===== src/rtl/mem2p_fifo_ctrl.sv =====
`default_nettype none
// ============================================================================
// Module   : mem2p_fifo_ctrl
// Purpose  : Streaming valid/ready FIFO built on an external two-port memory
//            (mem2p11_dxw_p). First-word-fall-through output is provided by a
//            2-entry output buffer that absorbs the 1-cycle read latency.
// Options  : MEM2P_FIFO_LEVEL_EN adds registered level_o / afull_o outputs.
// Revision : 1.0 - initial release
// ============================================================================
module mem2p_fifo_ctrl #(
  parameter int DEPTH    = 2048,
  parameter int WIDTH    = 24,
  parameter int A        = $clog2(DEPTH),
  parameter int AFULL_TH = DEPTH - 4
) (
  input  logic             clk,
  input  logic             rst_n,
  // upstream
  input  logic             s_valid_i,
  output logic             s_ready_o,
  input  logic [WIDTH-1:0] s_data_i,
  // downstream
  output logic             m_valid_o,
  input  logic             m_ready_i,
  output logic [WIDTH-1:0] m_data_o,
  // memory write port
  output logic [A-1:0]     addrw_o,
  output logic [WIDTH-1:0] din_o,
  output logic             mew_o,
  // memory read port
  output logic [A-1:0]     addrr_o,
  output logic             mer_o,
  input  logic [WIDTH-1:0] dout_i
`ifdef MEM2P_FIFO_LEVEL_EN
  ,
  output logic [$clog2(DEPTH+3)-1:0] level_o,
  output logic                       afull_o
`endif
);

  localparam logic [A:0] C_CNT_FULL = (A+1)'(DEPTH);

  // Registered state
  logic [A-1:0]     wptr_q, wptr_d;
  logic [A-1:0]     rptr_q, rptr_d;
  logic [A:0]       mem_cnt_q, mem_cnt_d;
  logic             inflight_q, inflight_d;
  logic [1:0]       ob_cnt_q, ob_cnt_d;
  logic [WIDTH-1:0] ob0_q, ob0_d;
  logic [WIDTH-1:0] ob1_q, ob1_d;

  // Handshake terms
  logic       push;
  logic       pop;
  logic       issue;
  logic [2:0] ob_occ;
  logic [1:0] ob_slot;

  // s_ready depends only on registered state, so no combinational path from s_valid
  assign s_ready_o = (mem_cnt_q != C_CNT_FULL);
  assign m_valid_o = (ob_cnt_q != 2'd0);
  assign m_data_o  = ob0_q;

  assign push = s_valid_i & s_ready_o;
  assign pop  = m_valid_o & m_ready_i;

  // Occupancy the output buffer will have once the pending read lands and the pop leaves;
  // a new read is only issued if there is room for it one cycle later.
  assign ob_occ = {1'b0, ob_cnt_q} + {2'b00, inflight_q} - {2'b00, pop};
  assign issue  = (mem_cnt_q != '0) && (ob_occ <= 3'd1);

  // Slot that returning read data lands in, after any shift due to pop
  assign ob_slot = ob_cnt_q - {1'b0, pop};

  assign mew_o   = push;
  assign addrw_o = wptr_q;
  assign din_o   = s_data_i;
  assign mer_o   = issue;
  assign addrr_o = rptr_q;

  // Next-state computation for pointers, counters and output buffer
  always_comb begin
    wptr_d     = wptr_q;
    rptr_d     = rptr_q;
    mem_cnt_d  = mem_cnt_q;
    inflight_d = issue;
    ob_cnt_d   = ob_cnt_q;
    ob0_d      = ob0_q;
    ob1_d      = ob1_q;

    // DEPTH is a power of two, so natural pointer overflow gives the wrap
    if (push)  wptr_d = wptr_q + 1'b1;
    if (issue) rptr_d = rptr_q + 1'b1;

    mem_cnt_d = mem_cnt_q + (A+1)'(push) - (A+1)'(issue);
    ob_cnt_d  = ob_cnt_q - {1'b0, pop} + {1'b0, inflight_q};

    if (pop) ob0_d = ob1_q;
    if (inflight_q) begin
      if (ob_slot == 2'd0) ob0_d = dout_i;
      else                 ob1_d = dout_i;
    end
  end

  // State register with asynchronous clear
  always_ff @(posedge clk or negedge rst_n) begin
    if (!rst_n) begin
      wptr_q     <= '0;
      rptr_q     <= '0;
      mem_cnt_q  <= '0;
      inflight_q <= 1'b0;
      ob_cnt_q   <= 2'd0;
      ob0_q      <= '0;
      ob1_q      <= '0;
    end else begin
      wptr_q     <= wptr_d;
      rptr_q     <= rptr_d;
      mem_cnt_q  <= mem_cnt_d;
      inflight_q <= inflight_d;
      ob_cnt_q   <= ob_cnt_d;
      ob0_q      <= ob0_d;
      ob1_q      <= ob1_d;
    end
  end

`ifdef MEM2P_FIFO_LEVEL_EN
  localparam int LW = $clog2(DEPTH+3);
  localparam logic [LW-1:0] C_AFULL = LW'(AFULL_TH);

  logic [LW-1:0] level_q, level_d;
  logic          afull_q, afull_d;

  // Level is built from next-state terms so the registered value tracks current occupancy
  always_comb begin
    level_d = LW'(mem_cnt_d) + LW'(inflight_d) + LW'(ob_cnt_d);
    afull_d = (level_d >= C_AFULL);
  end

  // Level / almost-full registers
  always_ff @(posedge clk or negedge rst_n) begin
    if (!rst_n) begin
      level_q <= '0;
      afull_q <= 1'b0;
    end else begin
      level_q <= level_d;
      afull_q <= afull_d;
    end
  end

  assign level_o = level_q;
  assign afull_o = afull_q;
`endif

endmodule
`default_nettype wire


===== config.mk =====
export PLATFORM = sky130hd
export DESIGN_NAME = mem2p_fifo_ctrl
export DESIGN_NICKNAME = d
export VERILOG_FILES = /design/src/rtl/mem2p_fifo_ctrl.sv
export SDC_FILE = /design/constraint.sdc
export NUM_CORES = 1
export LEC_CHECK = 0
export BUFFER_PORTS_ARGS = -buffer_cell sky130_fd_sc_hd__buf_2
export CORE_UTILIZATION = 45
export DETAILED_ROUTE_END_ITERATION = 8
export PLACE_DENSITY = 0.72
export REMOVE_ABC_BUFFERS = 1
export SLEW_MARGIN = 20
export SYNTH_ARGS = -nofsm -noshare
export SYNTH_HDL_FRONTEND = slang
export SYNTH_SLANG_ARGS = --single-unit

===== constraint.sdc =====
create_clock -name clk -period 6.2 [get_ports clk]
set_input_delay 1.55 -clock clk [delete_from_list [all_inputs] [get_ports clk]]
set_output_delay 1.55 -clock clk [all_outputs]
set_load 0.01 [all_outputs]

==> out/qor.txt <==
share of layout cells above drive strength 1 - 0.304
max-cap viol count - 0
Ys Warns - 0
Core Footprint - 9200 µm²
antenna viol nets, final - 0
Least-Margin Pin Slew - 0.756 ns
Max Freq - 0.204 GHz
Buf+Inv Stages, Crit Path - 4
Fin. Hold Viols - 0
Largest delay share family, worst path - buffers and inverters
Hold WC Path Type - flip-flop to flip-flop
Tmin final - 4.91 ns
utilization after layout - 0.522
CP max stage cell - fa_1
fin crit share - 0.791
Synth area leaders - dfrtp_1 50%, mux2_2 6.9%, ha_1 6.7%
grt total ovfl - 0
Setup WS post-layout - 1.29 ns
RSZ-0062 raised after global routing - false
power density over the cells - 573 nW/µm²
dpl hpwl - 5770 µm
clk_lat worst skew - 0.35 ns
worst stage delay on the critical path - 0.36 ns
status - finished clean
Sw Ratio - 0.388
Die H - 99.4 µm
FP Rows - 35
Layout area overhead - 12.4%
fillcell total - 812
sequential power share - 0.363
cell mode on critical path - buf_2
vias in the first global route - 2715
Levels on crit path - 10
Synth area leader - dfrtp_1
First DRT Iteration DRCs - 82
hold_ws - 0.472 ns
Die X - 99.4 µm
post-place setup slack - 0.936 ns
initial antenna violation count - 0
clock tree sinks - 85
CP cell instances - buf_2 > o21ai_4 > mux2i_1 > ha_1 > inv_1 > fa_1 > xor2_1 > a311oi_4 > buf_4 > buf_2
total power - 2.75 mW
CP Max Fanout - 11
average size of a mapped cell - 11.6 µm²
Synth top area share - 0.498
maximum vdd drop - 0.000205 V
WHS Path Cells - 1
Routed Wire Length - 8160 µm
htree depth - 3
synthesized instance count - 368
Internal - 1.68 mW
Critical Path Source Type - input pin
fin. max-slew vios - 0
Async SR Flop Fraction - 1.00
largest net degree at the start of global routing - 84
Combinational Power Share - 0.490
Worst Setup End Kind - output pin
Die Footprint - 9880 µm²
Setup CP Type - input pin to output pin
post_cts resized - 0
clock group share of total power - 0.148
Seq/Total Area, Yosys - 0.498
CP arrival - 3.36 ns
final setup fails - 0
R2R cell count - 17
# IOs - 126
Max Clock Skew - 0.0110 ns
post-synthesis cell type count - 44
most used flip-flop cell after synthesis - dfrtp_1
via count - 2778
Avg WL per Cell - 15.1 µm
Post-CTS Hold Buffers - 0
CP required - 4.65 ns
Root Buffer - clkbuf_8
final setup TNS - 0 ns
Bufs on Longest Clock Path - 2
CTS tree - done
CTS Buf Count - 9
Max-Slew Margin vs Limit - 0.496
first-pass GRT wire length - 13200 µm
postcts setup bufs - 0
clock slew at reported path FFs - 0.09 ns
number of enable flip-flop cells after synthesis - 0
P_sw - 1.07 mW
DRT Pass-1 Iters - 4
# diodes - 0
Leak - 2.41 nW
Port Buffer Count - 77
commonest non-fill, non-tap cell in the layout - dfrtp_1
Final nets - 503
GP Congestion - 0.794
commonest non-fill, non-tap cells in the layout - 85 x dfrtp_1, 76 x buf_2, 32 x nor2_1, 28 x a21oi_1, 26 x mux2_2
FF+latch count, synth - 85
GRT Util Overall - 0.173
Post-route DRC - 0
Post-Syn Area - 4270 µm²
initial core utilization - 0.464
Via density - 5.13
## worst paths after layout
kind | startpoint | end | slack, ns
setup reg to reg | ob_cnt_q[1]$_DFF_PN0_ | mem_cnt_q[10]$_DFF_PN0_ | 2.11
min in group asynchronous | rst_n | ob1_q[14]$_DFFE_PN0P_ | 0.97
hold reg to reg | addrw_o[10]$_DFFE_PN0P_ | addrw_o[10]$_DFFE_PN0P_ | 0.47
hold / removal | addrw_o[10]$_DFFE_PN0P_ | addrw_o[10]$_DFFE_PN0P_ | 0.47
max in group asynchronous | rst_n | mem_cnt_q[2]$_DFF_PN0_ | 4.32
setup / recovery | m_ready_i | mer_o | 1.29
## cell usage after synthesis, drive strengths merged (2+ instances only)
library cell	instances
dfrtp	85
nor2	32
buf	31
a21oi	28
mux2	26
mux2i	26
ha	23
inv	23
xnor2	22
nand2	11
xor2	10
nand4	6
and3	4
nand3	4
nor2b	4
a21o	3
clkbuf	3
o21ai	3
a31oi	2
and4	2
fa	2
nand3b	2
or2	2
## per-layer routing
metal / global-route usage / vias to the layer above / part of all wire
met5: 0.0205 / - / 0
met4: 0.0509 / 0 / 0.0098
met3: 0.0696 / 8 / 0.070
met2: 0.252 / 79 / 0.45
met1: 0.236 / 1352 / 0.47
li1: - / 1339 / -
## final cells by class
type,instances,area [µm²],area share
Sequential cell,85,2130,0.443
Multi-Input combinational cell,226,1820,0.379
Timing Repair Buffer,81,422,0.0878
Tap cell,111,139,0.0289
Clock buffer,9,124,0.0258
Inverter,23,86.3,0.0180
Clock inverter,7,81.3,0.0169
## power by group through the flow
stage | clock network (mW) | logic (mW) | registers, mW
finish | 0.407 | 1.35 | 0.998
floorplan | 0 | 0.956 | 1.03
global placement | 0 | 1.32 | 0.995
detailed placement | 0 | 1.36 | 1.01
global route | 0.443 | 1.54 | 1.03
CTS | 0.420 | 1.37 | 0.999
## registers in the layout, indices dropped and copies added, names as in the netlist
signal,flops
mem_cnt_q,12
m_data_o,24
ob1_q,24
addrw_o,11
ob_cnt_q,2
inflight_q,1
addrr_o,11
## metrics by stage
stage	cells	cell area [µm²]
detailed placement	526	4590
global placement	526	4590
global route	542	4800
CTS	542	4800
finish	542	4800
floorplan	334	4020
## kinds of logic (layout without fill, tap and decap cells)
kind of cell | Yosys count | after routing | share of synthesized area
mux | 52 | 52 | 0.130
xor+xnor | 32 | 32 | 0.0656
fa+ha+maj | 25 | 25 | 0.0768
simple gates | 73 | 73 | 0.0858
compound gates | 44 | 44 | 0.0653
buf+inv | 57 | 120 | 0.0779
flops | 85 | 85 | 0.498
No activity file was read; power rests on OpenSTA's default activity.
